## config.mk

```make
export PLATFORM = sky130hd
export DESIGN_NAME = instr_line_buffer
export DESIGN_NICKNAME = d
export VERILOG_FILES = /design/src/rtl/instr_line_buffer_pkg.sv /design/src/rtl/instr_line_buffer.sv
export SDC_FILE = /design/constraint.sdc
export NUM_CORES = 1
export LEC_CHECK = 0
export BUFFER_PORTS_ARGS = -buffer_cell sky130_fd_sc_hd__clkbuf_2
export CAP_MARGIN = 0
export CORE_MARGIN = 8
export CORE_UTILIZATION = 54
export DETAILED_ROUTE_END_ITERATION = 6
export GPL_TIMING_DRIVEN = 0
export HOLD_SLACK_MARGIN = 0.03
export PLACE_DENSITY_LB_ADDON = 0.12
export SYNTH_ARGS = -nofsm -noshare
export SYNTH_HDL_FRONTEND = slang
export SYNTH_SLANG_ARGS = --single-unit
```

## constraint.sdc

```tcl
create_clock -name clk -period 5.5 [get_ports clk]
set_input_delay 0.275 -clock clk [delete_from_list [all_inputs] [get_ports clk]]
set_output_delay 0.275 -clock clk [all_outputs]
set_load 0.005 [all_outputs]
```

## src/rtl/instr_line_buffer_pkg.sv

```systemverilog
// Shared front-end fetch types: line geometry and the line-buffer FSM encoding.
package rv32i_types;

  localparam int unsigned LINE_BITS = 256;
  localparam int unsigned ADDR_W    = 32;
  localparam int unsigned WORD_BITS = 32;
  localparam int unsigned WORDS     = LINE_BITS / WORD_BITS;
  localparam int unsigned OFFSET_W  = $clog2(LINE_BITS / 8);
  localparam int unsigned TAG_W     = ADDR_W - OFFSET_W;
  localparam int unsigned WIDX_W    = $clog2(WORDS);

  typedef enum logic [1:0] {
    IDLE,
    RESP,
    FETCH
  } fetch_state_t;

  typedef logic [LINE_BITS-1:0] line_t;

endpackage

```

## src/rtl/instr_line_buffer.sv

```systemverilog
// Single-line instruction buffer: serves 32-bit words from one cached 256-bit line and
// refills it over the pmem read handshake on a miss; flush cancels an in-flight refill.
module instr_line_buffer
  import rv32i_types::*;
(
  input  logic                 clk,
  input  logic                 rst,
  input  logic                 instr_read,
  input  logic [ADDR_W-1:0]    instr_mem_address,
  input  logic                 flush,
  output logic                 instr_mem_resp,
  output logic [WORD_BITS-1:0] instr_rdata,
  output logic                 pmem_read,
  output logic [ADDR_W-1:0]    pmem_address,
  input  logic                 pmem_resp,
  input  line_t                pmem_rdata
);

  fetch_state_t state_q, state_d;
  line_t        line_q, line_d;
  logic [TAG_W-1:0] tag_q, tag_d;
  logic         valid_q, valid_d;
  logic         drop_q, drop_d;

  logic                 resp_d;
  logic [WORD_BITS-1:0] rdata_d;
  logic                 pmem_read_d;
  logic [ADDR_W-1:0]    pmem_address_d;

  logic [TAG_W-1:0]  req_tag_c;
  logic [WIDX_W-1:0] req_word_c;
  logic              hit_c;
  logic              unused_addr_bits_c;

  // Byte-within-word bits are don't-care: fetches are word aligned.
  assign req_tag_c          = instr_mem_address[ADDR_W-1:OFFSET_W];
  assign req_word_c         = instr_mem_address[OFFSET_W-1:2];
  assign hit_c              = valid_q && (tag_q == req_tag_c);
  assign unused_addr_bits_c = ^instr_mem_address[1:0];

  // Next-state and next-register values.
  always_comb begin
    state_d        = state_q;
    line_d         = line_q;
    tag_d          = tag_q;
    valid_d        = valid_q;
    drop_d         = drop_q;
    resp_d         = 1'b0;
    rdata_d        = instr_rdata;
    pmem_read_d    = pmem_read;
    pmem_address_d = pmem_address;

    case (state_q)
      IDLE: begin
        if (instr_read && !flush) begin
          if (hit_c) begin
            resp_d  = 1'b1;
            rdata_d = line_q[req_word_c*WORD_BITS +: WORD_BITS];
            state_d = RESP;
          end else begin
            pmem_read_d    = 1'b1;
            pmem_address_d = {req_tag_c, OFFSET_W'(0)};
            drop_d         = 1'b0;
            state_d        = FETCH;
          end
        end
      end
      RESP: begin
        state_d = IDLE;
      end
      FETCH: begin
        if (flush) begin
          drop_d = 1'b1;
        end
        // A redirect seen at any point during the refill invalidates the buffer.
        if (pmem_resp) begin
          if (!drop_q && !flush) begin
            line_d  = pmem_rdata;
            tag_d   = pmem_address[ADDR_W-1:OFFSET_W];
            valid_d = 1'b1;
          end else begin
            valid_d = 1'b0;
          end
          drop_d      = 1'b0;
          pmem_read_d = 1'b0;
          state_d     = IDLE;
        end
      end
      default: begin
        state_d = IDLE;
      end
    endcase
  end

  // State and output registers.
  always_ff @(posedge clk) begin
    if (rst) begin
      state_q        <= IDLE;
      line_q         <= '0;
      tag_q          <= '0;
      valid_q        <= 1'b0;
      drop_q         <= 1'b0;
      instr_mem_resp <= 1'b0;
      instr_rdata    <= '0;
      pmem_read      <= 1'b0;
      pmem_address   <= '0;
    end else begin
      state_q        <= state_d;
      line_q         <= line_d;
      tag_q          <= tag_d;
      valid_q        <= valid_d;
      drop_q         <= drop_d;
      instr_mem_resp <= resp_d;
      instr_rdata    <= rdata_d;
      pmem_read      <= pmem_read_d;
      pmem_address   <= pmem_address_d;
    end
  end

endmodule

```

; Yosys cells after proc, flatten, opt, wreduce, memory -nomap -nowiden
; Index checks and enable logic that the tools add are counted.
[op_classes]
mux = 15
eq_ne = 6
reduce_logical = 15
shift = 1
bitwise_logic = 3
[op_table]
columns = operator, count
row1 = $shiftx A256 B9 Y32, 1
row2 = $eq A27 B27 Y1, 1
row3 = $mux W1, 9
row4 = $reduce_and A3 Y1, 3
row5 = $reduce_and A4 Y1, 2
row6 = $mux W2, 3
row7 = $ne A2 B2 Y1 const B, 3
row8 = $pmux W1 S2, 2
row9 = $pmux W2 S2, 1
row10 = $reduce_and A2 Y1, 2
row11 = $logic_and A1 B1 Y1, 3
row12 = $ne A3 B3 Y1 const B, 1
row13 = $not A1 Y1, 3
row14 = $reduce_or A3 Y1, 1
row15 = $eq A2 B2 Y1 const B, 1
row16 = $logic_not A1 Y1, 2
row17 = $logic_not A2 Y1, 1
row18 = $reduce_bool A2 Y1, 1
[totals]
input_bits = 293
out_inout_bits = 66
register_bits = 348

; Depth between registers and ports, before layout
[depth]
ltp_word = 5
mapped_depth = 8
mapped_depth_nobuf = 5

; Worst setup path after synthesis
; OpenSTA, ideal clock, no wires.
[synth_timing]
path_type = register to register
from = reg tag_q[19]
to = reg pmem_address[13]
required_time_ps = 5383
setup_slack_ps = 3540
path_buffers = 3
setup_ps = 117
period_less_slack_ps = 1960
stages_incl_launch_ff = 9
t_arrival_ps = 1843
cell_sequence = dfxtp_1 > xnor2_1 > nand4_1 > or4_1 > buf_2 > o211a_1 > buf_6 > buf_6 > a22o_1
[synth_between]
elab_chain_len = 4
[synth_lines]
columns = item, line
row1 = from (decl), instr_line_buffer.sv:21  ; logic [TAG_W-1:0] tag_q, tag_d;
row2 = from (signal assigned), instr_line_buffer.sv:110  ; tag_q <= tag_d;
row3 = $eq A27 B27 Y1, instr_line_buffer.sv:38  ; assign hit_c = valid_q && (tag_q == req_tag_c);
row4 = $logic_and A1 B1 Y1, instr_line_buffer.sv:38
row5 = $not A1 Y1 (no line), -
row6 = $reduce_and A3 Y1 (no line), -
row7 = to (signal assigned), instr_line_buffer.sv:116  ; pmem_address <= pmem_address_d;
row8 = to (decl), instr_line_buffer.sv:14  ; output logic [ADDR_W-1:0] pmem_address,
; Every way passes these cells.
; A chain may end at the register's enable or synchronous reset.

; Worst setup path after layout
[layout_timing]
from = reg state_q[1]
to = reg line_q[127]
[layout_between]
elab_chain_len = 2
[layout_lines]
columns = item, line
row1 = from (decl), instr_line_buffer.sv:19  ; fetch_state_t state_q, state_d;
row2 = from (signal assigned), instr_line_buffer.sv:108  ; state_q <= state_d;
row3 = $eq A2 B2 Y1, instr_line_buffer.sv:53  ; case (state_q)
row4 = $reduce_and A3 Y1 (no line), -
row5 = to (signal assigned), instr_line_buffer.sv:109  ; line_q <= line_d;
row6 = to (decl), instr_line_buffer.sv:20  ; line_t line_q, line_d;
; Every way passes these cells.

==> results.json <==
{
  "status": "complete, no violations",
  "place_congestion": 0.9301,
  "place.port_buffers": 348,
  "ys_top_cells_by_area": "dfxtp_1 49%, nand2_1 15%, mux4_2 10%, a21oi_1 10%, clkbuf_1 3.1%",
  "critical_path_class": "register to register",
  "ys.flop_type": "dfxtp_1",
  "pin_count": 359,
  "syn_inst": 1623,
  "grt_antenna_before_repair": 4,
  "dr.pass1.iters": 5,
  "ant_nets": 0,
  "vias": 15240,
  "syn_area_um2": 14240,
  "fin_crit_ns": 3.016,
  "worstHoldStart": "pmem_rdata[215]",
  "drc": 0,
  "grt_setup_unrepaired": "false",
  "htree_levels": 2,
  "cts_tree": "yes",
  "crit_fanout": 10,
  "crit_required_ns": 5.95,
  "path_delay_family": "buffers and inverters",
  "fmax_ghz": 0.3315,
  "synth_commonest_cells": "567 x nand2_1, 348 x dfxtp_1, 286 x a21oi_1, 117 x clkbuf_1, 64 x mux4_2",
  "powerDensity_nw_per_um2": 279.5,
  "clockRootBuffer": "clkbuf_16",
  "relSlewSlack_pct": 30.01,
  "critPathLaunchType": "register",
  "wl_per_cell_um": 21.84,
  "grt.overflow.total": 0,
  "die_area_um2": 31820,
  "ys_types": 33,
  "die_width_um": 178.4,
  "ys_seq_area_share_pct": 48.93,
  "crit_arrival_ns": 3.46,
  "grt_max_degree": 14,
  "async_reset_ff_share_pct": 0,
  "final_net_count": 2587,
  "path_cells": "nor2b_1 -> and3_1 -> clkbuf_1 -> clkbuf_1 -> clkbuf_1 -> nand2_1 -> a21oi_1",
  "end_kind": "register",
  "period_share_pct": 54.84,
  "crit_top_cell": "clkbuf_1",
  "report.final.setup_viol": 0,
  "crit_start": "state_q[1]$_SDFFE_PP0P_",
  "grt_usage_pct": 35.42,
  "fin_tns_setup_ns": 0,
  "hold_path.class": "primary input to register",
  "grt_pass1_wl_um": 86970,
  "syn_avg_cell_area_um2": 8.772,
  "slew_violations": 0,
  "max-cap-violations": 0,
  "synth_area_leader_cell": "dfxtp_1",
  "clk_path_buf_depth": 3,
  "postCtsSetupBuffers": 0,
  "routed_via_density": 5.723,
  "synth-seq-cells": 348,
  "yosysMostFrequentCell": "nand2_1",
  "rows": 59,
  "hpwl_um": 38020,
  "p_leak_nw": 7.870,
  "whs_ns": 0.04404,
  "hold_violations": 0,
  "grt_pass1_vias": 15510,
  "clock_skew_ns": 0.009251,
  "start_util_pct": 54.79,
  "peakVddDrop_v": 0.0003021,
  "synth_warnings": 0,
  "clk_pin_slew_ns": 0.06,
  "synth_top_area_share_pct": 48.93,
  "cts_buffers": 38,
  "cp_slowest_cell": "clkbuf_1",
  "drt_iter0_markers": 1510,
  "cpPeakStageDelay_ns": 0.82,
  "r2r-start": "state_q[1]$_SDFFE_PP0P_",
  "syn2layout_area_growth_pct": 43.69,
  "worst_pin_slew_ns": 1.050,
  "synth-edff-count": 0,
  "path_buf_inv": 3,
  "clkSinkCount": 348,
  "fp.dieH_um": 178.4,
  "insertion_delay_ns": 0.52,
  "post_route_cells_drive_above_1_share_pct": 21.15,
  "wirelength_um": 58150,
  "core_area_um2": 25980
}
==> kinds of logic after synthesis <==
kind of cell	Yosys count	synth area share [%]
AO/OA/AOI/OAI	382	15.17
XOR/XNOR	27	1.661
buffers and inverters	144	4.297
flip-flops	348	48.93
multiplexers	96	12.37
other	1	0.02634
AND/OR/NAND/NOR	625	17.54
==> where the power goes <==
group | switching, mW | leakage, nW | internal (mW)
combinational | 0.278 | 4.45 | 0.299
sequential | 0.0267 | 2.81 | 2.56
clock | 1.03 | 0.608 | 1.52
total | 1.33 | 7.87 | 4.38
==> path summary, 6_finish.rpt <==
check | end | slack [ns] | cells past startpoint
worst max-delay path | line_q[127]$_SDFFE_PP0P_ | 2.48 | 7
worst min-delay path | line_q[215]$_SDFFE_PP0P_ | 0.04 | 3
worst max register to register | line_q[127]$_SDFFE_PP0P_ | 2.48 | 7
worst min register to register | line_q[195]$_SDFFE_PP0P_ | 0.45 | 2
==> per-layer routing <==
layer | routed length [µm] | vias to the layer above | track usage [%]
met5 | 0 | - | 0
met3 | 6429 | 190 | 9.272
met1 | 21740 | 7236 | 43.02
li1 | - | 6877 | -
met4 | 2471 | 0 | 14.54
met2 | 27510 | 938 | 58.96
==> state kept, by name, summed over array words and instances (netlist names) <==
register,flops
instr_mem_resp,1
pmem_address,27
tag_q,27
pmem_read,1
state_q,2
instr_rdata,32
line_q,256
drop_q,1
valid_q,1
==> cells in the final DEF, fill, tap and decap left out, drive strengths merged, types with 3 or more instances in the layout <==
master       netlist  final
nand2            567    567
clkbuf           117    524
dfxtp            348    348
a21oi            286    286
dlygate4sd3        0    279
mux4              64     64
nor2b             33     33
o21ai             33     33
mux2i             32     32
o41ai             32     32
a22o              27     27
buf               27     27
xnor2             23     23
diode              0      7
nand4              6      6
clkinv             0      6
conb               1      5
xor2               4      4
nor2               4      4
nand3              3      3
==> worst min-delay path: cells and delay by family <==
kind,cells,cell delay (ns)
buffers and inverters,1,0.08
AO/OA/AOI/OAI,1,0.07
AND/OR/NAND/NOR,1,0.08
==> metrics by stage <==
stage / instance area, µm² / instances / power [mW] / utilization (%) / setup WS (ns)
detailed placement: 16410 / 2310 / 3.034 / 63.16 / 2.676
finish: 20460 / 2663 / 5.718 / 78.73 / 2.484
global route: 20450 / 2660 / 5.851 / 78.70 / 2.394
CTS: 20440 / 2656 / 5.674 / 78.66 / 2.644
global placement: 16410 / 2310 / 3.028 / 63.16 / 2.773
floorplan: 14250 / 1627 / 2.826 / - / 3.540
==> layout make-up <==
class	instances	area [µm²]
multi-input combinational	1135	6674
antenna	7	17.52
clock inverter	8	90.09
timing repair buffer	627	4534
clock buffer	59	1144
tap	335	419.2
sequential	348	6967
buffer	144	611.8
fill	1719	5528
==> timing repair <==
action                                 4_1_cts  5_1_grt
endpoints found under the hold margin      279        0
resized for setup                            0        0
hold buffers                               279        0
(Power assumes the default switching activity.)
